### config.mk
export PLATFORM = sky130hd
export DESIGN_NAME = uart_tx_ctrl
export DESIGN_NICKNAME = d
export VERILOG_FILES = /design/src/rtl/uart_pkg.sv /design/src/rtl/uart_tx_serializer.sv /design/src/rtl/uart_tx_ctrl.sv
export SDC_FILE = /design/constraint.sdc
export NUM_CORES = 1
export LEC_CHECK = 0
export ABC_CLOCK_PERIOD_IN_PS = 1690
export BUFFER_PORTS_ARGS = -buffer_cell sky130_fd_sc_hd__buf_4
export CAP_MARGIN = 5
export CORE_MARGIN = 1.5
export CORE_UTILIZATION = 50
export DETAILED_ROUTE_END_ITERATION = 8
export PLACE_DENSITY = 0.81
export REMOVE_ABC_BUFFERS = 1
export SLEW_MARGIN = 20
export SYNTH_ARGS = -nofsm -noshare
export SYNTH_HDL_FRONTEND = slang
export SYNTH_SLANG_ARGS = --single-unit
### constraint.sdc
create_clock -name CLK -period 1.69 [get_ports CLK]
set_clock_uncertainty 0.2 [all_clocks]
set_input_delay 0.2535 -clock CLK [delete_from_list [all_inputs] [get_ports CLK]]
set_output_delay 0.2535 -clock CLK [all_outputs]
set_load 0.01 [all_outputs]
### src/rtl/uart_pkg.sv
// Shared UART definitions: FSM state codes, line levels and default payload width.
// Imported by both TX and RX; STOP2 is only reachable when TX_TWO_STOP_EN is defined.
package uart_pkg;

  localparam int unsigned DATA_WIDTH_DEFAULT = 8;

  localparam logic START_BIT = 1'b0;
  localparam logic STOP_BIT  = 1'b1;

  typedef enum logic [2:0] {
    IDLE   = 3'd0,
    START  = 3'd1,
    DATA   = 3'd2,
    PARITY = 3'd3,
    STOP   = 3'd4,
    STOP2  = 3'd5
  } tx_state_e;

endpackage

### src/rtl/uart_tx_serializer.sv
// UART TX shift register and bit counter, sequenced by the uart_tx_ctrl FSM.
// ser_done rises once all DATA_WIDTH bits have been shifted to ser_data.
module uart_tx_serializer
  import uart_pkg::*;
#(
  parameter int unsigned DATA_WIDTH = DATA_WIDTH_DEFAULT
) (
  input  logic                  CLK,
  input  logic                  RST,
  input  logic                  load,
  input  logic                  shift_en,
  input  logic [DATA_WIDTH-1:0] load_data,
  output logic                  ser_data,
  output logic                  ser_done
);

  localparam int unsigned CW = $clog2(DATA_WIDTH + 1);

  logic [DATA_WIDTH-1:0] shift_reg;
  logic [CW-1:0]         bit_cnt;

  always_ff @(posedge CLK or negedge RST) begin
    if (!RST) begin
      shift_reg <= '0;
      bit_cnt   <= '0;
    end else if (load) begin
      shift_reg <= load_data;
      bit_cnt   <= '0;
    end else if (shift_en) begin
      shift_reg <= {1'b0, shift_reg[DATA_WIDTH-1:1]};
      bit_cnt   <= bit_cnt + 1'b1;
    end
  end

  // Counter counts bits already handed to the registered line, so done == all sent.
  assign ser_data = shift_reg[0];
  assign ser_done = (bit_cnt == CW'(DATA_WIDTH));

endmodule

### src/rtl/uart_tx_ctrl.sv
// UART transmitter: start, DATA_WIDTH bits LSB-first, optional parity, stop bit(s).
// Define TX_TWO_STOP_EN to emit two stop bits per frame.
module uart_tx_ctrl
  import uart_pkg::*;
#(
  parameter int unsigned DATA_WIDTH = DATA_WIDTH_DEFAULT
) (
  input  logic                  CLK,
  input  logic                  RST,
  input  logic [DATA_WIDTH-1:0] P_DATA,
  input  logic                  DATA_VALID,
  input  logic                  PAR_EN,
  input  logic                  PAR_TYP,
  output logic                  TX_OUT,
  output logic                  BUSY
);

  tx_state_e state;
  logic      par_en_q;
  logic      par_typ_q;
  logic      data_par_q;
  logic      load;
  logic      shift_en;
  logic      ser_data;
  logic      ser_done;

`ifdef TX_TWO_STOP_EN
  localparam tx_state_e LAST_STOP = STOP2;
`else
  localparam tx_state_e LAST_STOP = STOP;
`endif

  // TX_OUT is registered, so the serializer is pre-shifted on the START->DATA edge.
  always_comb begin
    load     = DATA_VALID && ((state == IDLE) || (state == LAST_STOP));
    shift_en = (state == START) || ((state == DATA) && !ser_done);
  end

  uart_tx_serializer #(
    .DATA_WIDTH(DATA_WIDTH)
  ) u_serializer (
    .CLK      (CLK),
    .RST      (RST),
    .load     (load),
    .shift_en (shift_en),
    .load_data(P_DATA),
    .ser_data (ser_data),
    .ser_done (ser_done)
  );

  always_ff @(posedge CLK or negedge RST) begin
    if (!RST) begin
      state      <= IDLE;
      TX_OUT     <= STOP_BIT;
      BUSY       <= 1'b0;
      par_en_q   <= 1'b0;
      par_typ_q  <= 1'b0;
      data_par_q <= 1'b0;
    end else begin
      if (load) begin
        par_en_q   <= PAR_EN;
        par_typ_q  <= PAR_TYP;
        data_par_q <= ^P_DATA;
      end
      case (state)
        IDLE: begin
          if (DATA_VALID) begin
            state  <= START;
            TX_OUT <= START_BIT;
            BUSY   <= 1'b1;
          end else begin
            TX_OUT <= STOP_BIT;
            BUSY   <= 1'b0;
          end
        end
        START: begin
          state  <= DATA;
          TX_OUT <= ser_data;
        end
        DATA: begin
          if (!ser_done) begin
            TX_OUT <= ser_data;
          end else if (par_en_q) begin
            state  <= PARITY;
            TX_OUT <= data_par_q ^ par_typ_q;
          end else begin
            state  <= STOP;
            TX_OUT <= STOP_BIT;
          end
        end
        PARITY: begin
          state  <= STOP;
          TX_OUT <= STOP_BIT;
        end
`ifdef TX_TWO_STOP_EN
        STOP: begin
          state  <= STOP2;
          TX_OUT <= STOP_BIT;
        end
        STOP2: begin
          if (DATA_VALID) begin
            state  <= START;
            TX_OUT <= START_BIT;
          end else begin
            state  <= IDLE;
            TX_OUT <= STOP_BIT;
            BUSY   <= 1'b0;
          end
        end
`else
        STOP: begin
          if (DATA_VALID) begin
            state  <= START;
            TX_OUT <= START_BIT;
          end else begin
            state  <= IDLE;
            TX_OUT <= STOP_BIT;
            BUSY   <= 1'b0;
          end
        end
`endif
        default: begin
          state  <= IDLE;
          TX_OUT <= STOP_BIT;
          BUSY   <= 1'b0;
        end
      endcase
    end
  end

endmodule
* Yosys cells after proc, flatten, opt, wreduce, memory -nomap -nowiden
Cells that the tools add are included.
Storage, ports and cells: word-level logic and storage cells 47, output and inout bits 2, register bits after elaboration 20
Operators by class: equal/unequal tests 8, bitwise operators 2, add/subtract/negate cells 1, reduce and logical (&&, ||, !) cells 12, multiplexer cells 16
Operators by type and width (count):
- 2-to-1 mux 8 bit | 2
- case mux 3 bit (5 select lines) | 1
- 2-to-1 mux 3 bit | 3
- 2-to-1 mux 4 bit | 2
- XOR reduction 8 bit | 1
- equality test 3 x 2 -> 1 bit, second input constant | 2
- 2-to-1 mux 1 bit | 6
- != test 2 bit, second input constant | 3
- case mux 1 bit (3 select lines) | 2
- adder 4 x 1 -> 4 bit, second input constant | 1
- equality test 4 bit, second input constant | 1
- AND reduction 2 bit | 2
- equality test 3 x 1 -> 1 bit, second input constant | 1
- equality test 3 bit, second input constant | 1
- zero test 3 bit | 1
- OR reduction 3 bit | 1
- logical AND 1 bit | 2
- logical OR 1 bit | 2
- nonzero test 2 bit | 1
- OR reduction 2 bit | 1
- zero test 1 bit | 1
- NOT 1 bit | 1
- bitwise XOR 1 bit | 1

* Depth between registers and ports, before layout
Gate-level depths: netlist of the first run.
depth in word-level cells 6, depth in mapped cells 7, gate-level depth less buffers 6

* Cells and area by module
Synthesis of the first run repeated with hierarchy kept, for this count alone.
Second synthesis, totals: cell total of the unflattened synthesis 103, area total of the unflattened synthesis 1043.5 um2
By module, submodules not included:
- uart_tx_serializer | sequential area each 300.3 um2, times used 1, area an instance 586.8 um2, cells each 56
- uart_tx_ctrl | sequential area each 201.4 um2, times used 1, area an instance 456.7 um2, cells each 47

* Least setup slack after synthesis of the first run
Ideal clock, no wire load.
path kind register to register, from register u_serializer.bit_cnt[0], to register u_serializer.bit_cnt[3], data required time 1.412 ns, library setup time 0.078 ns, setup slack -0.017 ns, cell stages (with the launch flop) 7, period minus slack after synthesis 1.707 ns, buffers on the path 0, arrival time 1.429 ns, path through dfrtp_1 inv_1 ha_1 nand3b_1 a21boi_2 or4_1 a21oi_1
On the way: longest elaborated chain between the ends 5, elaborated cells on any way between the ends 8, classes of those cells 1 x add/sub; 1 x eq/ne; 2 x mux; 4 x reduce/logical
Ends and longest elaborated chain:
- start, declared | line uart_tx_serializer.sv:20 | logic [CW-1:0] bit_cnt;
- start signal, assigned | line uart_tx_serializer.sv:31 | bit_cnt <= bit_cnt + 1'b1;
- parallel branches: the longest is 5 deep, another holds adder 4 x 1 -> 4 bit
Parallel ways; which one is timed is not known. The select of a mux whose other input is x is not followed. A chain may end at the register's enable or synchronous reset.

* Final worst setup path of the first run
from register u_serializer.bit_cnt[1], to register u_serializer.bit_cnt[0]
On the way: longest elaborated chain between the ends 5
Ends and longest elaborated chain:
- equality test 4 bit | line uart_tx_serializer.sv:37 | assign ser_done = (bit_cnt == CW'(DATA_WIDTH));
- zero test 1 bit
- logical AND 1 bit | line uart_tx_ctrl.sv:36 | shift_en = (state == START) || ((state == DATA) && !ser_done);
- logical OR 1 bit | line uart_tx_ctrl.sv:36
- nonzero test 2 bit (no line)
No other way between the ends.

==> metrics, run 1 <==
status=finished, violations left; failing checks=negative setup slack; chip height=49.6 microns; HPWL Detailed=1620 microns; Core Util, Final=0.834; clock tree buffer depth=2; Synth warnings=0; Synth Area in Simple Gates=0.184; Worst Slack Setup Final=-254 ps; commonest non-fill, non-tap cell in the layout=buf_4; Mean Syn Cell Area=approximately 10 sq um; initial antenna violation count=0; wire per inst=~18 microns; TritonCTS Sinks=20; Seq pwr share=0.317; relative slew slack=0.760; max FFs per register=8; Comb pwr share=0.549; Synth Register Bits=20; Num CTS Buffers=3; Die Wd=around 50 microns; Int Pwr=1.79 mW; core box area=2000 sq um; area delta synth->final=53.6%; fin cells=187; crit start category=flip-flop; ant diodes=0; global-route wire length before repair=5240 microns; largest family of logic cells by synthesized area=compound AO/OA/AOI/OAI gates; Max Cap Viol=0; vias per cell=roughly 6; pre-CTS setup slack=-205 ps; crit path DAT=1970 ps; share of layout cells above drive strength 1=0.419; Adder-Cell Fraction of Synth Area=0.0230; Leakage=around 0.74 nW; Final Cycle Share=1.15; post-route ant nets=0; CP max-delay cell=dfrtp_1; final wirelength=~3300 microns; worst-path fanout max=4; final-report max-slew violation count=0; PD cells=1760 nW/um^2; CP cell instances=inv_2 -> ha_4 -> nand3b_1 -> buf_4 -> a21boi_4 -> buf_12 -> o21ai_0 -> a21oi_1; multiplexer share of the synthesized area=0.0207; Setup Viol. Count Final=13; die area=approximately 2500 sq um; largest net degree at the start of global routing=21; count of different cell masters after synthesis=33; Clock Tree Root=clkbuf_4; number of flops mapped to enable cells by yosys=0; Layout Nets=176; DR pass1 iterations=4; commonest non-fill, non-tap cells in the layout=buf_4, dfrtp_1, a21oi_1, nand2_1, dlygate4sd3_1; Net Sw Frac=0.389; Worst-Skew Late Latency=300 ps; drt initial violations=27; vias in the first global route=1119; top_reg_cell synth=dfrtp_1; Initial Utilization=0.543; clock network fraction of total power=0.134; final hold vios=0; actual slew at the worst max-slew pin=355 ps; H-Tree Depth=1; min Tclk post-route=around 1900 ps; Post-Place Cells=158; Seq/Total Area, Yosys=0.461; port bufs=14; clk slew on worst S/H paths=about 130 ps; Mapped Cells=111; compound-gate portion of the synthesized area=0.204; worst-case vdd ir drop=1.05 mV; Synth Cell Area=1090 sq um; GRT overflow=0; Worst setup EP type=flip-flop; Worst EP required=~1700 ps; # rows=16; ys async rst share=1.00; DR vias=between 1k and 1.5k; DR DRC count=0; post-synthesis xor/xnor area fraction=0.0644; CTS tree=done; slowest stage delay, CP=420 ps; Setup TNS=-2440 ps; Highest Clock Rate=514 MHz; RSZ-0062 raised after global routing=yes; worst min path class=input pin to flip-flop; total track usage=0.282; crit path kind=flip-flop to flip-flop; fillers=about 110; Ports=15; gp weighted congestion=approximately 0.88; P_sw=roughly 1.1 mW
metrics by stage:
stage | instance area, sq um | hold WS, ps | power [mW]
final | 1670 | 74.1 | 2.94
after global routing | 1670 | 52.8 | 3.09
after CTS | 1610 | 52.6 | 2.66
after detailed placement | 1280 | -55.5 | 1.94
after global placement | 1280 | -57.0 | 1.89
after floorplan | 1050 | -242 | 1.54
cells in the mapped netlist, types with 2 or more instances:
cell type,instances,area (sq um)
xnor2_1,8,70.1
nor3_1,8,40.0
clkbuf_1,3,11.3
mux2_2,2,22.5
inv_1,3,11.3
o21ai_0,6,30.0
nand3_1,3,15.0
dfrtp_1,19,475
o31ai_1,9,67.6
nand2_1,11,41.3
nor2_1,3,11.3
a21oi_1,14,70.1
ha_1,2,25.0
area by class of cell:
type / instances / area, sq um / area share
multi-input cells: 84 / 651 / 0.390
flip-flops and latches: 20 / 503 / 0.301
repair buffers: 49 / 419 / 0.251
well taps: 27 / 33.8 / 0.0202
clock inverters: 1 / 30.0 / 0.0180
clock buffers: 3 / 22.5 / 0.0135
inverters: 3 / 11.3 / 0.00674
critical path, delay by kind of cell (launching register included):
family,cells,cell delay [ps]
AO/OA/AOI/OAI,3,480
flip-flops,1,420
buffers and inverters,3,440
adder cells (fa/ha/maj),1,140
AND/OR/NAND/NOR,1,180
layer usage:
layer  track usage  routed length (microns)  vias to the layer above
met5             0                        0                        -
met4         0.111                       76                        0
met3        0.0424                      197                       12
met2         0.509                     1720                       54
met1         0.333                     1280                      550
li1              -                        -                      496
final timing paths:
kind | from | endpoint | slack [ps] | depth (start not counted)
hold / removal | DATA_VALID | state[0] | 70 | 3
hold reg to reg | BUSY | BUSY | 340 | 2
min in group asynchronous | RST | u_serializer.bit_cnt[2] | 140 | 2
setup reg to reg | u_serializer.bit_cnt[1] | u_serializer.bit_cnt[0] | -250 | 8
max in group asynchronous | RST | TX_OUT | 860 | 2
setup / recovery | u_serializer.bit_cnt[1] | u_serializer.bit_cnt[0] | -250 | 8
timing repair:
item                       in CTS  in global routing
setup endpoints to repair      13                 13
hold endpoints to repair       30                  0
pin swaps                      14                  4
gates resized for setup        17                  8
hold buffers                   11                  0
gates cloned                    2                  0
setup buffers                   7                  5
logic make-up (layout without fill, tap and decap cells):
kind of cell | Yosys count | after routing
compound gates | 34 | 36
buf+inv | 9 | 56
flops | 20 | 20
xor+xnor | 8 | 8
simple gates | 36 | 36
mux | 2 | 2
fa+ha+maj | 2 | 2
power groups by stage:
| stage | combinational (mW) | sequential (mW) | clock [mW] |
|---|---|---|---|
| 3_3_place_gp | 1.01 | 0.874 | 0 |
| 4_1_cts | 1.37 | 0.899 | 0.391 |
| 3_5_place_dp | 1.05 | 0.890 | 0 |
| 6_report | 1.61 | 0.932 | 0.393 |
| 5_1_grt | 1.71 | 0.950 | 0.430 |
| 2_1_floorplan | 0.665 | 0.879 | 0 |
Note: power is estimated with default switching activity, not from simulation.
==> run 2: changes to the inputs <==
Settings changed: ABC_AREA set to 1, BUFFER_PORTS_ARGS -buffer_cell sky130_fd_sc_hd__buf_4 to unset, CORE_UTILIZATION 50 to 53, DONT_BUFFER_PORTS set to 1, PLACE_DENSITY 0.81 to 0.78, SYNTH_HIERARCHICAL set to 1.
==> metrics, run 2 <==
Setup Viol. Count Final=12 (-1); H-Tree Depth=1 (unchanged); global-route wire length before repair=4900 microns (-6.5%); ant diodes=0 (unchanged); Die Wd=49.3 microns (-0.61%); Mapped Cells=156 (+41%); crit path kind=flip-flop to flip-flop; clock network fraction of total power=0.088 (-0.046); Commonest cells post-synth=nand2_1, inv_1, dfrtp_1; Net Sw Frac=0.447 (+0.0578); Mean Syn Cell Area=7.29 sq um (-26%); initial antenna violation count=0 (unchanged); Synth Register Bits=20 (unchanged); Seq pwr share=0.328 (+0.011); Leakage=0.836 nW (+14%); HPWL Detailed=1820 microns (+12%); Ports=15 (unchanged); Layout Nets=207 (+18%); clk slew on worst S/H paths=100 ps (-30 ps); top_reg_cell synth=dfrtp_1; Synth warnings=6 (+6); worst-case vdd ir drop=1.23 mV (+17%); commonest non-fill, non-tap cell in the layout=nand2_1; Highest Clock Rate=550 MHz (+6.9%); DR pass1 iterations=4 (unchanged); hold slack=41.7 ps (-32.4 ps); Initial Utilization=0.574 (+0.0307); Worst setup EP type=flip-flop; Setup TNS=-1260 ps (+1170 ps); crit path DAT=1850 ps (-120 ps); CP cell instances=inv_2 -> ha_4 -> nand2_4 -> nor2_4 -> nor2_2 -> or2_4 -> buf_4 -> inv_2 -> nor2_4 -> inv_2 -> a21oi_2; Worst EP required=1720 ps (about the same); Int Pwr=1.52 mW (-15%); CP max-delay cell=dfrtp_1; total track usage=0.258 (-0.0242); commonest non-fill, non-tap cells in the layout=nand2_1, dfrtp_1, inv_1, buf_4, dlygate4sd3_1; relative slew slack=0.388 (-0.372); post-synth top area share=0.418 (-0.0192); DR vias=1175 (+5.7%); Clock Tree Root=clkbuf_4; clock tree buffer depth=2 (unchanged); die area=2430 sq um (-1.2%); largest net degree at the start of global routing=21 (unchanged); RSZ-0062 raised after global routing=yes; area delta synth->final=35.8%; pre-CTS setup slack=-214 ps (-8.83 ps); port bufs=0 (-14); GRT overflow=0 (unchanged); Synth Cell Area=1140 sq um (+4.6%); wire per inst=14.6 microns (-17%); core box area=1980 sq um (-1.0%); PD cells=1780 nW/um^2 (+1.2%); ys async rst share=1.00 (unchanged); vias in the first global route=1199 (+7.1%); Comb pwr share=0.584 (+0.035); worst min path class=input pin to flip-flop; max FFs per register=8 (unchanged); Seq/Total Area, Yosys=0.441 (-0.0203); status=finished, violations left; final hold vios=0 (unchanged); Max Cap Viol=0 (unchanged); slowest stage delay, CP=390 ps (-30 ps); worst-path fanout max=5 (+1); top-count cell post-synth=nand2_1; # rows=16 (unchanged); count of different cell masters after synthesis=24 (-27%); failing checks=negative setup slack; DR DRC count=0 (unchanged); crit start category=flip-flop; actual slew at the worst max-slew pin=915 ps (+560 ps); cell mode on critical path=inv_2; chip height=49.3 microns (-0.61%); TritonCTS Sinks=20 (unchanged); post-route ant nets=0 (unchanged); share of layout cells above drive strength 1=0.277 (-0.141); Overall Power=2.75 mW (-6.5%); CTS tree=done; fillers=129 (+19%); Num CTS Buffers=3 (unchanged); vias per cell=5.39 (-9.4%); Synth area leader=dfrtp_1; gp weighted congestion=0.862 (-1.6%); Worst Slack Setup Final=-129 ps (+125 ps); drt initial violations=48 (+78%); Synth area leaders=dfrtp_1, nand2_1, inv_1, nand3_1, a21oi_1; final-report max-slew violation count=0 (unchanged); min Tclk post-route=1820 ps (-125 ps); Worst-Skew Late Latency=310 ps (about the same); Final Cycle Share=1.08 (-0.0739); number of flops mapped to enable cells by yosys=0 (unchanged); P_sw=1.23 mW (+7.4%); final wirelength=3190 microns (-2.7%)
run 2: cells by family (layout without fill, tap and decap cells):
group | after synthesis | after routing | synth area share
AND/OR/NAND/NOR | 86 | 86 | 0.325
buffers and inverters | 25 | 60 | 0.0891
AO/OA/AOI/OAI | 22 | 22 | 0.116
flip-flops | 20 | 20 | 0.441
adder cells (fa/ha/maj) | 2 | 2 | 0.0220
XOR/XNOR | 1 | 1 | 0.00770
run 2: what timing repair did:
action | in CTS | in global routing
hold buffers | 12 | 0
endpoints found under the hold margin | 33 | 0
setup buffers | 4 | 4
setup endpoints to repair | 12 | 12
gates resized for setup | 10 | 15
pin swaps | 3 | 5
run 2: worst max-delay path: cells and delay by family (launching register included):
family,cells,cell delay [ps]
compound gates,1,120
fa+ha+maj,1,160
buf+inv,4,350
flops,1,390
simple gates,5,520
run 2: per-stage QoR:
| step | area, sq um | cells | util |
|---|---|---|---|
| after floorplan | 1130 | 155 | - |
| after global placement | 1250 | 194 | 0.631 |
| after CTS | 1450 | 214 | 0.732 |
| after detailed placement | 1250 | 194 | 0.631 |
| after global routing | 1540 | 218 | 0.779 |
| final | 1540 | 218 | 0.779 |
run 2: power by group through the flow:
| stage | Combinational, mW | Sequential (mW) | Clock (mW) |
|---|---|---|---|
| after detailed placement | 1.20 | 0.876 | 0 |
| final | 1.61 | 0.900 | 0.241 |
| after CTS | 1.36 | 0.866 | 0.241 |
| after global placement | 1.15 | 0.868 | 0 |
| after floorplan | 0.815 | 0.843 | 0 |
| after global routing | 1.73 | 0.911 | 0.262 |
run 2: worst paths after layout:
kind / cells past startpoint / slack, ps / start / endpoint
max: 11 / -130 / u_serializer/bit_cnt[1] / u_serializer/bit_cnt[0]
min: 3 / 40 / DATA_VALID / state[0]
max reg2reg: 11 / -130 / u_serializer/bit_cnt[1] / u_serializer/bit_cnt[0]
min reg2reg: 2 / 320 / par_typ_q / par_typ_q
max in group asynchronous: 1 / 410 / RST / state[0]
min in group asynchronous: 1 / 310 / RST / u_serializer/shift_reg[0]
run 2: cell type report:
class,count,area (sq um),share of cell area
clock buffer,4,26.3,0.0170
timing repair buffer,32,278,0.180
multi-input combinational,111,614,0.398
tap,27,33.8,0.0219
inverter,24,90.1,0.0583
sequential,20,502,0.325
run 2: metal layers:
layer / wire (microns) / GRT usage
met1: 1210 / 0.294
met2: 1820 / 0.491
met3: 132 / 0.0460
met4: 24 / 0.0571
met5: 0 / 0
